--- config.mk ---
export PLATFORM = sky130hd
export DESIGN_NAME = clk_divider_prog
export DESIGN_NICKNAME = d
export VERILOG_FILES = /design/src/rtl/clk_div_pkg.sv /design/src/rtl/clk_div_cfg_shadow.sv /design/src/rtl/clk_divider_prog.sv
export SDC_FILE = /design/constraint.sdc
export NUM_CORES = 1
export LEC_CHECK = 0
export CAP_MARGIN = 5
export CORE_MARGIN = 4
export CORE_UTILIZATION = 53
export CTS_CLUSTER_DIAMETER = 60
export DETAILED_ROUTE_END_ITERATION = 12
export HOLD_SLACK_MARGIN = 0.03
export PLACE_DENSITY_LB_ADDON = 0.08
export SLEW_MARGIN = 40
export SYNTH_ARGS = -nofsm -noshare
export SYNTH_HDL_FRONTEND = slang
export SYNTH_SLANG_ARGS = --single-unit
--- constraint.sdc ---
create_clock -name i_clk -period 6.4 [get_ports i_clk]
set_clock_uncertainty 0.15 [all_clocks]
set_input_delay 1.92 -clock i_clk [delete_from_list [all_inputs] [get_ports i_clk]]
set_output_delay 1.92 -clock i_clk [all_outputs]
set_load 0.01 [all_outputs]
--- src/rtl/clk_div_pkg.sv ---
// Shared types and constants for the programmable clock divider.
// The state encoding is exposed on the top-level debug port, so keep it stable.
package clk_div_pkg;

  typedef enum logic [1:0] {
    ST_IDLE = 2'd0,
    ST_RUN  = 2'd1,
    ST_STOP = 2'd2
  } state_t;

  localparam int MIN_DIV = 2;

endpackage

--- src/rtl/clk_div_cfg_shadow.sv ---
// Validates requested divisor/high-time pairs and holds the shadow (pending) copy.
// The shadow copy is handed to the counter at the next period boundary.
module clk_div_cfg_shadow
  import clk_div_pkg::*;
#(
  parameter int CNT_WIDTH = 16
) (
  input  logic                 i_clk,
  input  logic                 i_reset,
  input  logic                 i_load,
  input  logic [CNT_WIDTH-1:0] i_div,
  input  logic [CNT_WIDTH-1:0] i_high,
  input  logic                 i_idle,
  input  logic                 i_boundary,
  output logic                 o_load_now,
  output logic                 o_apply,
  output logic                 o_pending,
  output logic [CNT_WIDTH-1:0] o_pend_div,
  output logic [CNT_WIDTH-1:0] o_pend_high,
  output logic                 o_cfg_err
);

  localparam logic [CNT_WIDTH-1:0] DIV_MIN = CNT_WIDTH'(MIN_DIV);

  logic cfg_valid;
  logic load_ok;

  // Valid means div >= 2 and 1 <= high <= div-1, all unsigned.
  assign cfg_valid = (i_div >= DIV_MIN) && (i_high != '0) && (i_high < i_div);
  assign load_ok   = i_load && cfg_valid;

  // Handshake to the counter: o_load_now asks it to take i_div/i_high at this
  // edge (only while idle); o_apply asks it to take o_pend_div/o_pend_high at
  // this edge. Both are single-edge qualifiers, no acknowledge is returned.
  assign o_load_now = load_ok && i_idle;
  assign o_apply    = i_boundary && o_pending;

  always_ff @(posedge i_clk) begin
    if (i_reset) begin
      o_pending   <= 1'b0;
      o_pend_div  <= '0;
      o_pend_high <= '0;
      o_cfg_err   <= 1'b0;
    end else begin
      o_cfg_err <= i_load && !cfg_valid;
      // A load on a boundary edge replaces the shadow after the old contents
      // have been consumed by o_apply at this same edge.
      if (load_ok && !i_idle) begin
        o_pend_div  <= i_div;
        o_pend_high <= i_high;
        o_pending   <= 1'b1;
      end else if (i_boundary) begin
        o_pending <= 1'b0;
      end
    end
  end

endmodule

--- src/rtl/clk_divider_prog.sv ---
// Runtime-programmable divided clock with rise/fall tick strobes.
// All outputs are flops fed from next-state logic, so they cannot glitch.
module clk_divider_prog
  import clk_div_pkg::*;
#(
  parameter int CNT_WIDTH    = 16,
  parameter int DIV_DEFAULT  = 4,
  parameter int HIGH_DEFAULT = 2
) (
  input  logic                 i_clk,
  input  logic                 i_reset,
  input  logic                 i_enable,
  input  logic                 i_load,
  input  logic [CNT_WIDTH-1:0] i_div,
  input  logic [CNT_WIDTH-1:0] i_high,
  output logic                 o_frequency,
  output logic                 o_tick_rise,
  output logic                 o_tick_fall,
  output logic                 o_pending,
  output logic                 o_cfg_err,
  output logic [1:0]           o_state
);

  if ((DIV_DEFAULT < MIN_DIV) || (HIGH_DEFAULT < 1) || (HIGH_DEFAULT >= DIV_DEFAULT) ||
      (64'(DIV_DEFAULT) > ((64'd1 << CNT_WIDTH) - 64'd1))) begin : g_bad_defaults
    $fatal(1, "clk_divider_prog: illegal DIV_DEFAULT/HIGH_DEFAULT for CNT_WIDTH");
  end

  localparam logic [CNT_WIDTH-1:0] CNT_ONE   = CNT_WIDTH'(1);
  localparam logic [CNT_WIDTH-1:0] DIV_INIT  = CNT_WIDTH'(DIV_DEFAULT);
  localparam logic [CNT_WIDTH-1:0] HIGH_INIT = CNT_WIDTH'(HIGH_DEFAULT);

  state_t               state;
  state_t               state_n;
  logic [CNT_WIDTH-1:0] cnt;
  logic [CNT_WIDTH-1:0] cnt_n;
  logic [CNT_WIDTH-1:0] div_r;
  logic [CNT_WIDTH-1:0] div_n;
  logic [CNT_WIDTH-1:0] high_r;
  logic [CNT_WIDTH-1:0] high_n;
  logic [CNT_WIDTH-1:0] pend_div;
  logic [CNT_WIDTH-1:0] pend_high;
  logic                 wrap;
  logic                 running_n;
  logic                 load_now;
  logic                 apply;

  // The wrap edge is the period boundary; it can only occur in RUN or STOP.
  assign wrap = (state != ST_IDLE) && (cnt == (div_r - CNT_ONE));

  clk_div_cfg_shadow #(
    .CNT_WIDTH (CNT_WIDTH)
  ) u_cfg_shadow (
    .i_clk       (i_clk),
    .i_reset     (i_reset),
    .i_load      (i_load),
    .i_div       (i_div),
    .i_high      (i_high),
    .i_idle      (state == ST_IDLE),
    .i_boundary  (wrap),
    .o_load_now  (load_now),
    .o_apply     (apply),
    .o_pending   (o_pending),
    .o_pend_div  (pend_div),
    .o_pend_high (pend_high),
    .o_cfg_err   (o_cfg_err)
  );

  always_comb begin
    state_n = state;
    cnt_n   = cnt;
    div_n   = div_r;
    high_n  = high_r;
    case (state)
      ST_IDLE: begin
        cnt_n = '0;
        if (i_enable) state_n = ST_RUN;
      end
      ST_RUN: begin
        cnt_n = wrap ? '0 : cnt + CNT_ONE;
        if (!i_enable) state_n = ST_STOP;
      end
      ST_STOP: begin
        cnt_n = wrap ? '0 : cnt + CNT_ONE;
        if (i_enable) state_n = ST_RUN;
        else if (wrap) state_n = ST_IDLE;
      end
      default: begin
        state_n = ST_IDLE;
        cnt_n   = '0;
      end
    endcase
    if (load_now) begin
      div_n  = i_div;
      high_n = i_high;
    end else if (apply) begin
      div_n  = pend_div;
      high_n = pend_high;
    end
  end

  assign running_n = (state_n != ST_IDLE);

  // Outputs are computed from the next count and next config, so the first
  // cycle of a period already reflects a config applied at its boundary.
  always_ff @(posedge i_clk) begin
    if (i_reset) begin
      state       <= ST_IDLE;
      cnt         <= '0;
      div_r       <= DIV_INIT;
      high_r      <= HIGH_INIT;
      o_frequency <= 1'b0;
      o_tick_rise <= 1'b0;
      o_tick_fall <= 1'b0;
    end else begin
      state       <= state_n;
      cnt         <= cnt_n;
      div_r       <= div_n;
      high_r      <= high_n;
      o_frequency <= running_n && (cnt_n < high_n);
      o_tick_rise <= running_n && (cnt_n == '0);
      o_tick_fall <= running_n && (cnt_n == high_n);
    end
  end

  assign o_state = state;

endmodule

==> results.yml <==
sta:
  fin_crit_sh_pct: 92.5
  setup_viol: 0
  setup-tns-final_ns: 0
  max_slew_margin_pct: 49.7
  slew_viol_final: 0
  whs_ns: 0.352
  tightestPinTransition_ns: 0.755
  max_freq_mhz: 169
  hold_viol: 0
  min_period_ns: 5.92
  fin_ws_ns: 0.480
  rsz0062_at_grt: "no"
worst_setup_path:
  worstSetupStartpoint: "i_div[5]"
  critPathCapture: "o_frequency"
  reg2reg_slack_ns: 1.31
  cp_max_fo: 12
  worst-setup-path-type: "primary input to flip-flop"
  crit_path_end_kind: "flip-flop"
  r2r_end: "o_frequency"
  reg2regPathDepth: 20
  worstPathRequired_ns: 6.53
  start_kind: "primary input"
  critPathArrivalTime_ns: 6.05
  reg2reg_from: "div_r[0]"
detailed_routing:
  drc: 0
  post_drt_wl_per_cell_um: 17.6
  via_per_inst: 5.88
  drt_wl_total_um: 13500
  drtPass1Iterations: 5
  vias: 4514
  drtIter0Drc: 233
  ant_nets: 0
global_routing:
  grt_max_degree: 70
  antenna_found_initial: 0
  grt_pass1_wl_um: 22000
  grt_pass1_vias: 4342
  grt_use_total_pct: 24.3
  overflow: 0
power:
  p_leak_nw: 2.46
  power_frac_seq_pct: 45.6
  combPwrFrac_pct: 25.7
  power_mw: 1.36
  ir_worst_vdd_v: 0.000129
  power.internal_mw: 0.919
  p_clk_share_pct: 28.7
  switching_share_pct: 32.5
  cellPowerDensity_nw_per_um2: 228
  p_sw_mw: 0.442
floorplanning:
  die_height_um: 108
  die_width_um: 108
  initial_core_util_pct: 54.2
  rows: 36
  die_area_um2: 11700
  ios: 43
  coreArea_um2: 9770
clocking:
  cts_made_buffers: 9
  h-tree-depth: 3
  holdBufCountCts: 0
  clockBufferDepth: 2
  clk_latency_ns: 0.37
  root_buffer: "clkbuf_8"
  clk_transition_reported_paths_ns: 0.09
  cts_tree: "done"
  postCtsSetupBuffers: 0
  cts_resized: 0
  cts.sinks: 87
final_layout:
  stdcell_area_um2: 5960
  drive_above_1_share_pct: 7.56
  n_antenna_cell: 0
  fin_cells: 768
  n_fill_cell: 898
  synthToLayoutAreaGrowth_pct: 12.5
  final_core_util_pct: 61.0
  nets: 703
synth:
  yosysTopAreaCellShare_pct: 32.9
  syn_avg_cell_area_um2: 8.85
  async_flop_share_pct: 0
  yosys_warnings: 0
  synth_nets: 672
  synth_edf_count: 0
  synth-seq-cells: 87
  ys_seq_area_share_pct: 32.9
  synth_flop_cell: "dfxtp_1"
  synthTopCellsByArea: "dfxtp_1, mux2i_1, ha_1"
  syn-cell-area_um2: 5300
  ys_types: 60
  netlist_instances: 599
  synth.largest_area_cell: "dfxtp_1"
status:
  status: "finished, final reports clean"
flow_run:
  maxCapViolCount: 0
placement:
  dp.final_hpwl_um: 10200
  numPortBuffers: 42
  place_inst: 752
  placedInstanceArea_um2: 5760
  gp_congestion: 0.900
  place_ws_ns: 0.153
worst_hold_path:
  hold_path.class: "flip-flop to flip-flop"
  hp-start: "u_cfg_shadow.o_pend_div[11]"
[flip-flops by register name (all words and copies together), names as in the netlist]
name	flops
cnt	16
div_r	16
high_r	16
o_frequency	1
o_state	2
o_tick_fall	1
o_tick_rise	1
u_cfg_shadow.o_cfg_err	1
u_cfg_shadow.o_pend_div	16
u_cfg_shadow.o_pend_high	16
u_cfg_shadow.o_pending	1
[Yosys cell counts (all sizes together) (5+ instances only)]
library cell,instances
nor2,106
dfxtp,87
mux2i,64
ha,37
a211oi,35
clkbuf,26
inv,26
a21o,22
nand2,17
xor2,16
xnor2,15
nand3,13
nor3,12
o21ai,12
a21oi,11
nand4,9
and3,8
nor4,8
a41oi,7
buf,7
nor2b,7
a31oi,6
nor4b,6
or3,5
[area by class of cell]
class / instances / area [µm²] / area share [%]
Clock buffer: 9 / 124 / 2.08
Clock inverter: 7 / 72.6 / 1.22
Inverter: 26 / 97.6 / 1.64
Multi-Input combinational cell: 453 / 3260 / 54.7
Sequential cell: 87 / 1740 / 29.2
Tap cell: 133 / 166 / 2.79
Timing Repair Buffer: 53 / 498 / 8.35
[placed cells by master (no fill, tap or decap), types with 4 or more instances in the layout]
cell / instances
a211oi_1: 33
a21o_1: 22
a21oi_1: 11
a31oi_1: 6
a41oi_1: 7
and3_1: 7
and4_1: 4
buf_4: 11
clkbuf_8: 9
clkdlybuf4s50_1: 41
dfxtp_1: 87
ha_1: 37
inv_1: 26
mux2i_1: 64
nand2_1: 17
nand3_1: 13
nand3b_1: 4
nand4_1: 9
nor2_1: 106
nor2b_1: 7
nor3_1: 11
nor4_1: 8
nor4b_1: 4
o21a_1: 4
o21ai_0: 11
xnor2_1: 15
xor2_1: 16
[power by group through the flow]
| stage | logic [mW] | registers, mW | clock network, mW |
|---|---|---|---|
| floorplan | 0.250 | 0.619 | 0 |
| global placement | 0.335 | 0.630 | 0 |
| detailed placement | 0.346 | 0.631 | 0 |
| CTS | 0.349 | 0.619 | 0.398 |
| global route | 0.392 | 0.625 | 0.418 |
| finish | 0.350 | 0.620 | 0.391 |
[worst max-delay path, stage by stage]
cell and delay (ns):
clkdlybuf4s50_1 0.54, inv_1 0.07, ha_1 0.32, a21o_1 0.18, a211o_1 0.29, a41oi_1 0.16, o22ai_1 0.19, or3_2 0.65
nor2_1 0.16, or2_2 0.13, ha_1 0.22, nor2b_1 0.13, o21a_1 0.16, o21a_1 0.16, o21a_1 0.16, o21a_1 0.16
o21ai_0 0.17, o2111ai_1 0.14, nor3_1 0.15
[worst min-delay path by stage]
| stage | endpoint | slack, ns | cells after the start |
|---|---|---|---|
| floorplan | u_cfg_shadow.o_pend_div[0] | 0.31 | 2 |
| global placement | u_cfg_shadow.o_pend_div[6] | 0.32 | 2 |
| detailed placement | u_cfg_shadow.o_pend_high[4] | 0.34 | 2 |
| CTS | u_cfg_shadow.o_pend_high[1] | 0.36 | 2 |
| global route | u_cfg_shadow.o_pend_high[4] | 0.37 | 2 |
| finish | u_cfg_shadow.o_pend_div[11] | 0.35 | 2 |
[kinds of logic (layout without fill, tap and decap cells)]
group | count (synthesis) | after routing | synth area share (%)
AOI/OAI and AO/OA | 115 | 115 | 16.4
xor gates and xnor gates | 31 | 31 | 5.12
adders and majority gates | 37 | 37 | 8.73
buffers and inverters | 59 | 95 | 5.83
DFF | 87 | 87 | 32.9
muxes | 64 | 64 | 12.1
and+or+nand+nor | 206 | 206 | 19.0
[routing by layer]
| metal | global-route usage (%) | share of wire [%] | vias up |
|---|---|---|---|
| li1 | - | - | 2213 |
| met1 | 33.6 | 47 | 2142 |
| met2 | 37.2 | 45 | 123 |
| met3 | 3.04 | 4.9 | 36 |
| met4 | 12.4 | 3.7 | 0 |
| met5 | 0 | 0 | - |
(Power assumes the default switching activity.)
